### config.mk
export PLATFORM = sky130hd
export DESIGN_NAME = results_receiver
export DESIGN_NICKNAME = d
export VERILOG_FILES = /design/src/rtl/results_receiver_pkg.sv /design/src/rtl/results_receiver_word_assembler.sv /design/src/rtl/results_receiver.sv
export SDC_FILE = /design/constraint.sdc
export NUM_CORES = 1
export LEC_CHECK = 0
export BUFFER_PORTS_ARGS = -buffer_cell sky130_fd_sc_hd__buf_2
export CAP_MARGIN = 20
export CORE_MARGIN = 10
export CORE_UTILIZATION = 58
export DETAILED_ROUTE_END_ITERATION = 10
export GPL_ROUTABILITY_DRIVEN = 1
export PLACE_DENSITY = 0.85
export SLEW_MARGIN = 20
export SYNTH_ARGS = -nofsm -noshare
export SYNTH_HDL_FRONTEND = slang
export SYNTH_HIERARCHICAL = 1
export SYNTH_SLANG_ARGS = --single-unit
export TNS_END_PERCENT = 5
### constraint.sdc
create_clock -name CLK -period 5.7 [get_ports CLK]
set_clock_uncertainty 0.1 [all_clocks]
set_input_delay 0.855 -clock CLK [delete_from_list [all_inputs] [get_ports CLK]]
set_output_delay 0.855 -clock CLK [all_outputs]
set_load 0.03 [all_outputs]
### src/rtl/results_receiver_pkg.sv
// Shared memory map, widths and state encoding for the results receiver and sender.
package results_receiver_pkg;

    localparam int BUS_WIDTH             = 32;
    localparam int DEFAULT_ADDRESS_WIDTH = 13;
    localparam int DEFAULT_DATA_WIDTH    = 64;
    localparam int COUNT_ADDRESS         = 1;
    localparam int START_ADDRESS         = 3;

    typedef enum logic [2:0] {
        IDLE,
        GET_COUNT,
        GET_LOW,
        GET_HIGH,
        CHECK,
        DONE
    } state_t;

    // Number of element slots between START_ADDRESS and the top of the RAM.
    function automatic logic [32:0] max_elements(input int address_width, input int start_address);
        return 33'((64'd1 << address_width) - 64'(start_address));
    endfunction

endpackage

### src/rtl/results_receiver_word_assembler.sv
// Pairs two bus words (low first) into one RAM word; 32-bit RAM words pass straight through.
module results_receiver_word_assembler
    import results_receiver_pkg::*;
#(
    parameter int DATA_WIDTH = DEFAULT_DATA_WIDTH
) (
    input  logic                  CLK,
    input  logic                  RST,
    input  logic                  capture_low,
    input  logic [BUS_WIDTH-1:0]  word,
    output logic [DATA_WIDTH-1:0] assembled
);

    generate
        if (DATA_WIDTH == 64) begin : g_pair
            logic [BUS_WIDTH-1:0] low_q;

            always_ff @(posedge CLK or posedge RST) begin
                if (RST) begin
                    low_q <= '0;
                end else if (capture_low) begin
                    low_q <= word;
                end
            end

            assign assembled = {word, low_q};
        end else begin : g_pass
            logic unused_ctrl;
            assign unused_ctrl = capture_low ^ CLK ^ RST;
            assign assembled   = word;
        end
    endgenerate

endmodule

### src/rtl/results_receiver.sv
// Receives a framed word stream (count, then elements) and writes it into the solver RAM.
// Optional checksum word after the last element: define RESULTS_RECEIVER_CHECKSUM_EN.
//
// state     | meaning
// IDLE      | waiting for Receiving_Enable
// GET_COUNT | waiting for the element-count word
// GET_LOW   | waiting for the low half (or whole 32-bit element)
// GET_HIGH  | waiting for the high half; completes the element
// CHECK     | waiting for the checksum word (checksum build only)
// DONE      | pulse Done_Receiving, drop Busy, return to IDLE
module results_receiver
    import results_receiver_pkg::*;
#(
    parameter int ADDRESS_WIDTH = results_receiver_pkg::DEFAULT_ADDRESS_WIDTH,
    parameter int DATA_WIDTH    = results_receiver_pkg::DEFAULT_DATA_WIDTH,
    parameter int COUNT_ADDRESS = results_receiver_pkg::COUNT_ADDRESS,
    parameter int START_ADDRESS = results_receiver_pkg::START_ADDRESS
) (
    input  logic                     CLK,
    input  logic                     RST,
    input  logic                     Receiving_Enable,
    input  logic [BUS_WIDTH-1:0]     CPU_Bus,
    input  logic                     Bus_Valid,
    output logic                     Busy,
    output logic                     Done_Receiving,
    output logic [ADDRESS_WIDTH-1:0] RAM_Address,
    output logic [DATA_WIDTH-1:0]    RAM_Data,
    output logic                     RAM_Write_Enable,
    output logic                     Length_Error
`ifdef RESULTS_RECEIVER_CHECKSUM_EN
    ,
    output logic                     Checksum_Error
`endif
);

    localparam logic [32:0] MAX_ELEMENTS = max_elements(ADDRESS_WIDTH, START_ADDRESS);
    localparam logic [ADDRESS_WIDTH:0] START_EXT = (ADDRESS_WIDTH + 1)'(START_ADDRESS);
    localparam bit WIDE = (DATA_WIDTH == 64);
`ifdef RESULTS_RECEIVER_CHECKSUM_EN
    localparam state_t AFTER_LAST = CHECK;
`else
    localparam state_t AFTER_LAST = DONE;
`endif

    state_t                state;
    logic [BUS_WIDTH-1:0]  count_q;
    logic [BUS_WIDTH-1:0]  elem_idx;
    logic [DATA_WIDTH-1:0] assembled;
    logic                  last_elem;

    assign last_elem = (elem_idx == count_q - 32'd1);

    results_receiver_word_assembler #(
        .DATA_WIDTH (DATA_WIDTH)
    ) u_word_assembler (
        .CLK         (CLK),
        .RST         (RST),
        .capture_low (state == GET_LOW && Bus_Valid),
        .word        (CPU_Bus),
        .assembled   (assembled)
    );

    always_ff @(posedge CLK or posedge RST) begin
        if (RST) begin
            state            <= IDLE;
            Busy             <= 1'b0;
            Done_Receiving   <= 1'b0;
            RAM_Address      <= '0;
            RAM_Data         <= '0;
            RAM_Write_Enable <= 1'b0;
            Length_Error     <= 1'b0;
            count_q          <= '0;
            elem_idx         <= '0;
        end else begin
            RAM_Write_Enable <= 1'b0;
            Done_Receiving   <= 1'b0;
            case (state)
                IDLE: begin
                    if (Receiving_Enable) begin
                        state        <= GET_COUNT;
                        Busy         <= 1'b1;
                        Length_Error <= 1'b0;
                        elem_idx     <= '0;
                    end
                end
                GET_COUNT: begin
                    if (Bus_Valid) begin
                        count_q          <= CPU_Bus;
                        RAM_Write_Enable <= 1'b1;
                        RAM_Address      <= ADDRESS_WIDTH'(COUNT_ADDRESS);
                        RAM_Data         <= DATA_WIDTH'(CPU_Bus);
                        if ({1'b0, CPU_Bus} > MAX_ELEMENTS) begin
                            Length_Error <= 1'b1;
                            state        <= DONE;
                        end else if (CPU_Bus == '0) begin
                            state <= AFTER_LAST;
                        end else begin
                            state <= GET_LOW;
                        end
                    end
                end
                GET_LOW: begin
                    if (Bus_Valid) begin
                        if (WIDE) begin
                            state <= GET_HIGH;
                        end else begin
                            RAM_Write_Enable <= 1'b1;
                            RAM_Address      <= ADDRESS_WIDTH'(START_EXT + elem_idx[ADDRESS_WIDTH:0]);
                            RAM_Data         <= assembled;
                            elem_idx         <= elem_idx + 32'd1;
                            state            <= last_elem ? AFTER_LAST : GET_LOW;
                        end
                    end
                end
                GET_HIGH: begin
                    if (Bus_Valid) begin
                        RAM_Write_Enable <= 1'b1;
                        RAM_Address      <= ADDRESS_WIDTH'(START_EXT + elem_idx[ADDRESS_WIDTH:0]);
                        RAM_Data         <= assembled;
                        elem_idx         <= elem_idx + 32'd1;
                        state            <= last_elem ? AFTER_LAST : GET_LOW;
                    end
                end
`ifdef RESULTS_RECEIVER_CHECKSUM_EN
                CHECK: begin
                    if (Bus_Valid) begin
                        state <= DONE;
                    end
                end
`endif
                DONE: begin
                    Done_Receiving <= 1'b1;
                    Busy           <= 1'b0;
                    state          <= IDLE;
                end
                default: state <= IDLE;
            endcase
        end
    end

`ifdef RESULTS_RECEIVER_CHECKSUM_EN
    logic [BUS_WIDTH-1:0] csum_q;

    // Running XOR over the count word and every data word of the frame.
    always_ff @(posedge CLK or posedge RST) begin
        if (RST) begin
            csum_q         <= '0;
            Checksum_Error <= 1'b0;
        end else if (state == IDLE && Receiving_Enable) begin
            csum_q         <= '0;
            Checksum_Error <= 1'b0;
        end else if (Bus_Valid) begin
            if (state == GET_COUNT || state == GET_LOW || state == GET_HIGH) begin
                csum_q <= csum_q ^ CPU_Bus;
            end else if (state == CHECK && CPU_Bus != csum_q) begin
                Checksum_Error <= 1'b1;
            end
        end
    end
`endif

endmodule

==> impl_metrics.env <==
export IMPL_track_usage_pct=21.82
export IMPL_rsz0062_at_grt="false"
export IMPL_area_delta_synth_final_pct=11.65
export IMPL_grt_ovfl_total=0
export IMPL_synth_cell_types=70
export IMPL_synth_compound_area_share_pct=10.44
export IMPL_worstMarginPinSlew_ns=1.070
export IMPL_syn_inst=867
export IMPL_synth_simple_area_share_pct=16.96
export IMPL_finalNetCount=967
export IMPL_setup_viol=0
export IMPL_seqPwrFrac_pct=43.6
export IMPL_combinationalPowerShare_pct=24.0
export IMPL_tns_ns=0
export IMPL_drc_errors=0
export IMPL_path_buf_inv=1
export IMPL_cts_path_max_buffers=2
export IMPL_cp_top_family="simple AND/OR/NAND/NOR gates"
export IMPL_antenna_found_initial=0
export IMPL_p_leak_nw=4.653
export IMPL_synth_area_per_cell_um2=10.48
export IMPL_critical_path_class="register to register"
export IMPL_dpl_cell_area_mm2=0.009524
export IMPL_grt_max_degree=106
export IMPL_max_freq_mhz=290.3
export IMPL_slowest_delay_ns=0.49
export IMPL_die_area_mm2=0.02106
export IMPL_swShare_pct=34.21
export IMPL_path_max_fanout=6
export IMPL_grt_pass1_vias=7164
export IMPL_pre_cts_slack_ns=2.383
export IMPL_powerDensity_mw_per_mm2=377.4
export IMPL_cpMostUsedCell="o31a_1"
export IMPL_cts_setup_buffers=0
export IMPL_start_util_pct=59.52
export IMPL_synth_edf_count=0
export IMPL_cts_buffers=17
export IMPL_ys_seq_area_share_pct=49.59
export IMPL_fin_ws_ns=2.255
export IMPL_layout_min_cycle_time_ns=3.445
export IMPL_ir_worst_vdd_v=0.0003030
export IMPL_p_sw_w=0.001309
export IMPL_cp_data_required_time_ns=5.93
export IMPL_slowest_stage="nor4b_2"
export IMPL_core_area_mm2=0.01526
export IMPL_cts_sinks=180
export IMPL_num_antenna_cells=0
export IMPL_max_cap_viol_count=0
export IMPL_drt_iter0_drc=721
export IMPL_ios=117
export IMPL_arrival_ns=3.67
export IMPL_die_x_um=145.1
export IMPL_drive_above_1_share_pct=25.40
export IMPL_drv_slew=0
export IMPL_rows=45
export IMPL_first_pass_iters=5
export IMPL_async_reset_ff_share_pct=100.0
export IMPL_synth_top_family_by_area="simple AND/OR/NAND/NOR gates"
export IMPL_end_kind="register"
export IMPL_syn_area_mm2=0.009082
export IMPL_clk_latency_ns=0.44
export IMPL_cts_max_level=4
export IMPL_via_per_inst=6.052
export IMPL_gp_congestion=0.8693
export IMPL_clkPwrFrac_pct=32.4
export IMPL_slew_headroom_pct=28.67
export IMPL_finalWirelength_mm=22.96
export IMPL_synth_fa_ha_area_share_pct=0.4133
export IMPL_detailed_place_hpwl_mm=15.40
export IMPL_cts_resized_gates=0
export IMPL_path_cells="inv_1 -> ha_1 -> nor4b_2 -> nand3_1 -> nor4_2 -> mux2i_1 -> nor3b_1 -> o31a_1 -> nand4_1 -> o31a_1"
export IMPL_postRouteAntennaNets=0
export IMPL_design_area_mm2=0.01014
export IMPL_mostFrequentLayoutCells="180 x dfrtp_1, 116 x buf_2, 106 x nand2_1, 87 x nor2_1, 42 x a22o_1"
export IMPL_place_port_buffers=116
export IMPL_vias=6972
export IMPL_synth_xor_area_share_pct=7.329
export IMPL_startpoint_type="register"
export IMPL_hold_class="register to register"
export IMPL_status="finished, final reports clean"
export IMPL_synth_fp_nets=906
export IMPL_cts_root_buf="clkbuf_16"
export IMPL_cts_hold_buf=0
export IMPL_finalCritPeriodShare_pct=60.43
export IMPL_synth_main_ff_cell="dfrtp_1"
export IMPL_wl_per_cell_um=19.93
export IMPL_grt_pass1_wl_mm=38.08
export IMPL_die_h_um=145.1
export IMPL_muxShareOfSynthArea_pct=9.010
export IMPL_clk_pin_slew_ns=0.07
export IMPL_synth_warnings=6
export IMPL_finalHoldViolations=0
export IMPL_internal_power_w=0.002518
export IMPL_layout_commonest_cell="dfrtp_1"
export IMPL_yosys_register_bits=180
export IMPL_cts_tree="yes"
[cell families after synthesis]
kind of cell	Yosys count
flops	180
fa+ha+maj	3
compound gates	131
xor+xnor	76
mux	63
simple gates	314
buf+inv	100
[power groups by stage]
stage	clock network [W]	logic (W)	registers, W
finish	0.00124	0.000918	0.00167
global route	0.00130	0.000997	0.00169
CTS	0.00124	0.000920	0.00166
detailed placement	0	0.000902	0.00168
global placement	0	0.000874	0.00167
floorplan	0	0.000520	0.00179
[stage by stage]
stage / instances / hold WS, ns / power [W] / util [%]
floorplan: 867 / 0.3805 / 0.002312 / -
global placement: 1120 / 0.3662 / 0.002546 / 62.42
detailed placement: 1120 / 0.3680 / 0.002587 / 62.42
CTS: 1152 / 0.3825 / 0.003826 / 66.46
global route: 1152 / 0.4038 / 0.003987 / 66.46
finish: 1152 / 0.3874 / 0.003828 / 66.46
[sequential cells by signal (all words and copies together), names as in the netlist]
| register | cells |
|---|---|
| u_word_assembler/g_pair.low_q | 32 |
| RAM_Address | 13 |
| elem_idx | 32 |
| RAM_Write_Enable | 1 |
| Busy | 1 |
| count_q | 32 |
| Done_Receiving | 1 |
| state | 3 |
| Length_Error | 1 |
| RAM_Data | 64 |
[metal layers]
metal  wire (um)  track usage, %  vias up
met5           0               0        -
met3        1556           6.116       62
met2       11180           35.40      298
li1            -               -     3116
met4         659           8.544        0
met1        9566           27.08     3496
[cell type report]
| type | count | area [um2] |
|---|---|---|
| inverter | 18 | 72.57 |
| clock inverter | 11 | 146.4 |
| timing repair buffer | 124 | 640.6 |
| fill | 1127 | 5117 |
| clock buffer | 21 | 470.5 |
| multi-input combinational | 587 | 4043 |
| tap | 211 | 264.0 |
| sequential | 180 | 4504 |
[worst reg2reg max path: cells and delay by family, from the launching register on]
family	cells	cell delay (ns)
AND/OR/NAND/NOR	5	1.78
flip-flops	1	0.42
adder cells (fa/ha/maj)	1	0.20
AO/OA/AOI/OAI	2	0.57
multiplexers	1	0.17
buffers and inverters	1	0.10
[final timing paths]
| path | startpoint | end | slack [ns] | depth (start not counted) |
|---|---|---|---|---|
| worst max-delay path | count_q[0] | state[1] | 2.26 | 10 |
| worst min-delay path | RAM_Address[2] | RAM_Address[2] | 0.39 | 2 |
| worst max register to register | count_q[0] | state[1] | 2.26 | 10 |
| worst min register to register | RAM_Address[2] | RAM_Address[2] | 0.39 | 2 |
| max in group asynchronous | RST | RAM_Address[2] | 3.83 | 3 |
| min in group asynchronous | RST | u_word_assembler/g_pair.low_q[21] | 0.43 | 3 |
[synth_stat cells, types with 3 or more instances]
master,count,area (um2)
dfrtp_1,180,4504
nand2_1,106,397.9
nor2_1,90,337.8
a22o_1,42,367.9
xor2_1,40,350.3
clkbuf_1,36,135.1
xnor2_1,36,315.3
a31oi_1,34,212.7
buf_4,32,240.2
mux2_2,30,337.8
mux2_4,30,450.4
nor3_1,19,95.09
inv_1,18,67.56
nand3_1,16,80.08
nand4_1,16,100.1
o21ai_0,16,80.08
nor4_1,13,81.33
a21oi_1,12,60.06
or3_1,7,43.79
and3_1,6,37.54
buf_2,5,25.02
buf_1,4,15.01
nand2b_1,4,25.02
nor2b_1,4,25.02
a211oi_1,3,22.52
buf_12,3,60.06
ha_1,3,37.54
mux2i_1,3,30.03
nor3b_1,3,22.52
o31ai_1,3,22.52
(Power assumes the default switching activity.)
